--- config.mk ---
export PLATFORM = sky130hd
export DESIGN_NAME = stream_pkt_gen
export DESIGN_NICKNAME = d
export VERILOG_FILES = /design/src/rtl/stream_pkt_gen.sv
export SDC_FILE = /design/constraint.sdc
export NUM_CORES = 1
export LEC_CHECK = 0
export ABC_AREA = 1
export BUFFER_PORTS_ARGS = -buffer_cell sky130_fd_sc_hd__buf_2
export CAP_MARGIN = 10
export CELL_PAD_IN_SITES_DETAIL_PLACEMENT = 1
export CELL_PAD_IN_SITES_GLOBAL_PLACEMENT = 1
export CORE_MARGIN = 5
export CORE_UTILIZATION = 31
export CTS_BUF_LIST = sky130_fd_sc_hd__clkbuf_8
export DETAILED_ROUTE_END_ITERATION = 6
export PLACE_DENSITY = 0.72
export SETUP_SLACK_MARGIN = 0.1
export SYNTH_ARGS = -nofsm -noshare
export SYNTH_HDL_FRONTEND = slang
export SYNTH_SLANG_ARGS = --single-unit
--- constraint.sdc ---
create_clock -name clk_i -period 4.1 [get_ports clk_i]
set_clock_uncertainty 0.2 [all_clocks]
set_input_delay 0.615 -clock clk_i [delete_from_list [all_inputs] [get_ports clk_i]]
set_output_delay 0.615 -clock clk_i [all_outputs]
set_load 0.02 [all_outputs]
--- src/rtl/stream_pkt_gen.sv ---
// AXI-stream packet generator: deterministic byte pattern, programmable length, gap, count,
// periodic error injection and optional LFSR-driven valid throttling.
module stream_pkt_gen #(
  parameter int unsigned DATA_W    = 64,
  parameter int unsigned LEN_W     = 16,
  parameter int unsigned CNT_W     = 32,
  parameter logic [15:0] LFSR_SEED = 16'hACE1
) (
  input  logic                          clk_i,
  input  logic                          rst_n_i,
  input  logic                          start_i,
  input  logic                          stop_i,
  input  logic [LEN_W-1:0]              cfg_len_i,
  input  logic [7:0]                    cfg_gap_i,
  input  logic [CNT_W-1:0]              cfg_num_i,
  input  logic [7:0]                    cfg_err_period_i,
  input  logic                          cfg_bubble_i,
  output logic                          busy_o,
  output logic [CNT_W-1:0]              pkt_cnt_o,
  output logic                          m_axis_valid_o,
  output logic [DATA_W-1:0]             m_axis_data_o,
  output logic [DATA_W/8-1:0]           m_axis_keep_o,
  output logic [$clog2(DATA_W/8)-1:0]   m_axis_vldb_o,
  output logic                          m_axis_sop_o,
  output logic                          m_axis_eop_o,
  output logic                          m_axis_err_o,
  input  logic                          m_axis_ready_i
);

  localparam int unsigned Bytes = DATA_W / 8;
  localparam int unsigned VldbW = $clog2(DATA_W / 8);

  typedef enum logic [1:0] {StIdle, StLoad, StSend, StGap} state_e;

  state_e             state_q;
  logic [LEN_W-1:0]   len_q;
  logic [7:0]         gap_q;
  logic [CNT_W-1:0]   num_q;
  logic [7:0]         errp_q;
  logic               bubble_q;
  logic               stop_q;
  logic [LEN_W-1:0]   rem_q;
  logic [7:0]         byte_q;
  logic [7:0]         ecnt_q;
  logic [7:0]         gcnt_q;
  logic [CNT_W-1:0]   pkt_cnt_q;
  logic [15:0]        lfsr_q;
  logic               hold_q;
  logic               valid_q;
  logic [DATA_W-1:0]  data_q;
  logic [Bytes-1:0]   keep_q;
  logic [VldbW-1:0]   vldb_q;
  logic               sop_q;
  logic               eop_q;
  logic               err_q;

  // Next beat to present; in LOAD it is built from the latched config.
  logic [LEN_W-1:0]   b_rem;
  logic [LEN_W-1:0]   b_nb;
  logic [7:0]         b_byte;
  logic               b_sop;
  logic               b_eop;
  logic               b_err;
  logic [DATA_W-1:0]  b_data;
  logic [Bytes-1:0]   b_keep;
  logic [VldbW-1:0]   b_vldb;
  logic               lfsr_fb;
  logic               accept;
  logic               last_pkt;

  always_comb begin
    b_rem  = rem_q;
    b_byte = byte_q;
    b_sop  = 1'b0;
    if (state_q == StLoad) begin
      b_rem  = (len_q == '0) ? LEN_W'(1) : len_q;
      b_byte = pkt_cnt_q[7:0];
      b_sop  = 1'b1;
    end
    b_eop  = (b_rem <= LEN_W'(Bytes));
    b_nb   = b_eop ? b_rem : LEN_W'(Bytes);
    b_data = '0;
    b_keep = '0;
    for (int unsigned i = 0; i < Bytes; i++) begin
      if (LEN_W'(i) < b_nb) begin
        b_keep[i]         = 1'b1;
        b_data[8*i +: 8]  = b_byte + 8'(i);
      end
    end
    b_vldb = VldbW'(b_nb - LEN_W'(1));
    b_err  = b_eop && (errp_q != 8'd0) && (ecnt_q == errp_q);
  end

  assign lfsr_fb  = lfsr_q[15] ^ lfsr_q[13] ^ lfsr_q[12] ^ lfsr_q[10];
  assign accept   = valid_q && m_axis_ready_i;
  assign last_pkt = (num_q != '0) && ((pkt_cnt_q + CNT_W'(1)) == num_q);

  always_ff @(posedge clk_i or negedge rst_n_i) begin
    if (!rst_n_i) begin
      state_q   <= StIdle;
      len_q     <= '0;
      gap_q     <= '0;
      num_q     <= '0;
      errp_q    <= '0;
      bubble_q  <= 1'b0;
      stop_q    <= 1'b0;
      rem_q     <= '0;
      byte_q    <= '0;
      ecnt_q    <= '0;
      gcnt_q    <= '0;
      pkt_cnt_q <= '0;
      lfsr_q    <= LFSR_SEED;
      hold_q    <= 1'b0;
      valid_q   <= 1'b0;
      data_q    <= '0;
      keep_q    <= '0;
      vldb_q    <= '0;
      sop_q     <= 1'b0;
      eop_q     <= 1'b0;
      err_q     <= 1'b0;
    end else begin
      lfsr_q <= {lfsr_q[14:0], lfsr_fb};
      case (state_q)
        StIdle: begin
          if (start_i && !stop_i) begin
            len_q     <= cfg_len_i;
            gap_q     <= cfg_gap_i;
            num_q     <= cfg_num_i;
            errp_q    <= cfg_err_period_i;
            bubble_q  <= cfg_bubble_i;
            stop_q    <= 1'b0;
            pkt_cnt_q <= '0;
            ecnt_q    <= 8'd1;
            state_q   <= StLoad;
          end
        end
        StLoad: begin
          if (stop_i || stop_q) begin
            state_q <= StIdle;
          end else begin
            valid_q <= 1'b1;
            data_q  <= b_data;
            keep_q  <= b_keep;
            vldb_q  <= b_vldb;
            sop_q   <= b_sop;
            eop_q   <= b_eop;
            err_q   <= b_err;
            rem_q   <= b_rem - LEN_W'(Bytes);
            byte_q  <= b_byte + 8'(Bytes);
            state_q <= StSend;
          end
        end
        StSend: begin
          if (stop_i) begin
            stop_q <= 1'b1;
          end
          if (hold_q && lfsr_q[0]) begin
            hold_q  <= 1'b0;
            valid_q <= 1'b1;
          end
          if (accept) begin
            if (eop_q) begin
              valid_q   <= 1'b0;
              data_q    <= '0;
              keep_q    <= '0;
              vldb_q    <= '0;
              sop_q     <= 1'b0;
              eop_q     <= 1'b0;
              err_q     <= 1'b0;
              pkt_cnt_q <= pkt_cnt_q + CNT_W'(1);
              ecnt_q    <= (ecnt_q == errp_q) ? 8'd1 : ecnt_q + 8'd1;
              if (stop_q || stop_i || last_pkt) begin
                state_q <= StIdle;
              end else if (gap_q <= 8'd1) begin
                state_q <= StLoad;
              end else begin
                // LOAD supplies the final idle cycle of the gap.
                gcnt_q  <= gap_q - 8'd1;
                state_q <= StGap;
              end
            end else begin
              data_q <= b_data;
              keep_q <= b_keep;
              vldb_q <= b_vldb;
              sop_q  <= b_sop;
              eop_q  <= b_eop;
              err_q  <= b_err;
              rem_q  <= rem_q - LEN_W'(Bytes);
              byte_q <= byte_q + 8'(Bytes);
              if (bubble_q && !lfsr_q[0]) begin
                valid_q <= 1'b0;
                hold_q  <= 1'b1;
              end else begin
                valid_q <= 1'b1;
              end
            end
          end
        end
        StGap: begin
          if (stop_i || stop_q) begin
            state_q <= StIdle;
          end else if (gcnt_q <= 8'd1) begin
            state_q <= StLoad;
          end else begin
            gcnt_q <= gcnt_q - 8'd1;
          end
        end
        default: state_q <= StIdle;
      endcase
    end
  end

  assign busy_o         = (state_q != StIdle);
  assign pkt_cnt_o      = pkt_cnt_q;
  assign m_axis_valid_o = valid_q;
  assign m_axis_data_o  = data_q;
  assign m_axis_keep_o  = keep_q;
  assign m_axis_vldb_o  = vldb_q;
  assign m_axis_sop_o   = sop_q;
  assign m_axis_eop_o   = eop_q;
  assign m_axis_err_o   = err_q;

endmodule

==> results by group <==
Worst setup path
  • WP data arrival: roughly 3.9 ns
  • Critical path peak fanout: 18
  • Critical path class: reg2reg
  • Worst setup SP type: flop
  • CP startpoint: state_q[1]$_DFFE_PN0P_
  • R2r startpoint: state_q[1]$_DFFE_PN0P_
  • WP data required: 4.40 ns
  • Worst setup EP type: flop

Power
  • Leak: 7.606 nW
  • Power per cell area: 802.6 nW/um2
  • Max VDD drop: 433.8 uV
  • Total power: 12.59 mW

Clock tree
  • CTS sink cnt: approximately 240
  • Clock Tree Buf Depth: 3
  • CTS tree: yes
  • Clk slew on worst S/H paths: 0.06 ns
  • Root buffer cell: clkbuf_8
  • Num CTS Buffers: 46
  • H-tree Lvls: 2
  • Worst-Skew Late Latency: 0.61 ns

Placement
  • PortBufs: 181
  • Area post-placement: 14300 um2
  • HPWL after detailed placement: 32990 um
  • RePlAce Congestion: approximately 0.86
  • Placed Cells incl. Taps: about 2400

Timing
  • Max_slew headroom: 36.91%
  • Tmin final: about 3.5 ns
  • Slew of the pin with the lowest slew margin: 0.9401 ns
  • Max Fclk: 0.2819 GHz
  • Setup-failing EPs final: 0
  • Period utilization: around 87%
  • Final hold vios: 0
  • Slew Viols, Final: 0
  • RSZ-0062 raised after global routing: false
  • Setup TNS: 0 ns

Floorplanning
  • # IOs: approximately 180
  • Die height: approximately 210 um
  • Row count: 74
  • Die area: 45150 um2
  • Core Region: 40740 um2
  • Die Width: 212.5 um
  • Initial cell density of the core: 31.20%

Routing
  • DRT antenna net count: 0
  • TritonRoute pass-1 iters: 5
  • DRC Markers: 0
  • DR vias/cell: 4.911
  • DRT iter0 DRCs: 580
  • Drt total wl: 44230 um
  • Vias: about 12000
  • Avg WL per Cell: 17.84 um

Layout
  • Share of layout cells above drive strength 1: 16.74%
  • Non-Filler Instances: 2479
  • Nets: 2012
  • N_diodes: 0
  • Fin util: 38.51%
  • Final Cell Area: approximately 16000 um2
  • P&R area growth vs syn: 23.45%

GRT
  • Number of antenna violations at the first check in global routing: 0
  • First-pass GRT wire length: between 70000 and 80000 um
  • Pin count of the biggest net entering global routing: 92
  • GRT overflow: 0
  • GRT Total Usage: 19.50%
  • Number of global-route vias before repair: 12980

Synthesis
  • Post-synth net total: 1769
  • Syn. warnings: 0
  • Dominant synthesized flop cell: dfrtp_1
  • Post-synthesis async set-or-reset flop share: 100.0%
  • Post-Syn Area per Cell: 7.601 um2
  • Sequential element share of the synthesized area: between 40 and 50%
  • FF+latch count, synth: about 240
  • Most numerous cell in the Yosys netlist: nand2_1
  • Top cells by count, synth: nand2_1, dfrtp_1, nor2_1
  • Yosys top cell area share: 44.89%
  • Number of flops mapped to enable cells by yosys: 0
  • Synth area leader: dfrtp_1
  • Synth area leaders: dfrtp_1, nand2_1, o21ai_0, nor2_1, inv_1
  • Post-synthesis cell count: 1672
  • Synth Cell Area: 12710 um2
  • Synth unique cells: 45

Outcome
  • Status: finished, final reports clean

Job
  • Max-cap violations: 0

Worst hold path
  • Tightest Hold Check Type: in2reg
  • HP Start: cfg_num_i[11]
[cell usage in the layout (no fill, tap or decap), types with 5 or more instances in the layout]
cell / netlist / routed
xnor2_1: 16 / 16
o21ai_1: 11 / 10
nor3_1: 10 / 9
clkbuf_8: 0 / 62
nor4_1: 11 / 9
o22ai_1: 30 / 30
buf_2: 6 / 180
nor2_4: 5 / 5
dlygate4sd3_1: 0 / 42
inv_1: 157 / 167
nor2_1: 165 / 165
nand3b_1: 10 / 10
nand4_1: 13 / 13
a22oi_1: 6 / 6
nand2_2: 7 / 7
a21oi_1: 20 / 19
nand3_1: 80 / 80
xor2_1: 37 / 37
a31oi_1: 9 / 9
o31ai_1: 6 / 6
nand2_1: 554 / 554
inv_2: 7 / 7
o21ai_0: 159 / 159
or2_2: 7 / 7
ha_1: 27 / 26
dfstp_2: 8 / 8
a32o_1: 5 / 5
o211ai_1: 6 / 6
dfrtp_1: 228 / 228
clkinv_2: 0 / 7
buf_4: 2 / 18
[registers in the layout (all words and copies together) (netlist names), 16 cells and up]
signal,count
rem_q,16
len_q,16
m_axis_data_o,64
pkt_cnt_o,32
lfsr_q,16
num_q,32
[kinds of logic after synthesis]
| kind of cell | count (synthesis) | share of synthesized area [%] |
|---|---|---|
| compound gates | 267 | 11.84 |
| xor+xnor | 55 | 4.007 |
| fa+ha+maj | 27 | 2.658 |
| buf+inv | 214 | 6.438 |
| flops | 236 | 46.54 |
| mux | 1 | 0.07876 |
| simple gates | 872 | 28.43 |
[path summary, 6_finish.rpt]
kind,end,slack (ns),cells after the start
max,m_axis_data_o[38]$_DFFE_PN0P_,0.55,12
min,num_q[11]$_DFFE_PN0P_,0.04,3
max reg2reg,m_axis_data_o[38]$_DFFE_PN0P_,0.55,12
min reg2reg,lfsr_q[2]$_DFF_PN0_,0.15,0
max in group asynchronous,lfsr_q[13]$_DFF_PN1_,2.28,3
min in group asynchronous,pkt_cnt_o[15]$_DFFE_PN0P_,0.39,2
[routing by layer]
| metal | GRT usage, % | up-vias | part of all wire [%] |
|---|---|---|---|
| li1 | - | 5884 | - |
| met1 | 26.39 | 5972 | 47 |
| met2 | 32.53 | 247 | 47 |
| met3 | 2.848 | 71 | 4.3 |
| met4 | 5.915 | 0 | 2.4 |
| met5 | 0 | - | 0 |
[stage by stage]
step	setup WS (ns)	hold WS, ns
after floorplan	1.132	0.1194
after global placement	0.4286	0.1343
after detailed placement	0.2655	0.1364
after CTS	0.2648	0.0005951
after global routing	0.1008	0.01452
final	0.5528	0.04107
[where the power goes]
group	total, mW	internal, mW	switching, mW
Sequential	4.00	3.24	0.765
Combinational	6.13	1.97	4.15
Clock	2.46	1.40	1.06
[cell type report]
cell class / count / area, um2
Timing Repair Buffer: 243 / 1511
Tap cell: 532 / 665.6
Inverter: 166 / 623.1
Multi-Input combinational cell: 1222 / 6018
Clock buffer: 62 / 853.3
Clock inverter: 18 / 102.6
Fill cell: 5061 / 25050
Sequential cell: 236 / 5916
[critical path, cell delays in order (launching register included)]
cell and delay (ns):
dfrtp_1 0.41, inv_1 0.13, ha_2 0.40, buf_4 0.25, o21ai_0 0.27, nor4_2 0.46, nand3_1 0.16, nor2_1 0.19
inv_1 0.09, ha_1 0.19, inv_1 0.09, o211ai_1 0.32, o21ai_0 0.30
[what timing repair did]
item,in CTS,in global routing
hold buffers,42,0
setup buffers,0,0
resized for setup,0,3
endpoints found under the hold margin,129,0
setup endpoints to repair,0,18
No activity file was read; power rests on OpenSTA's default activity.
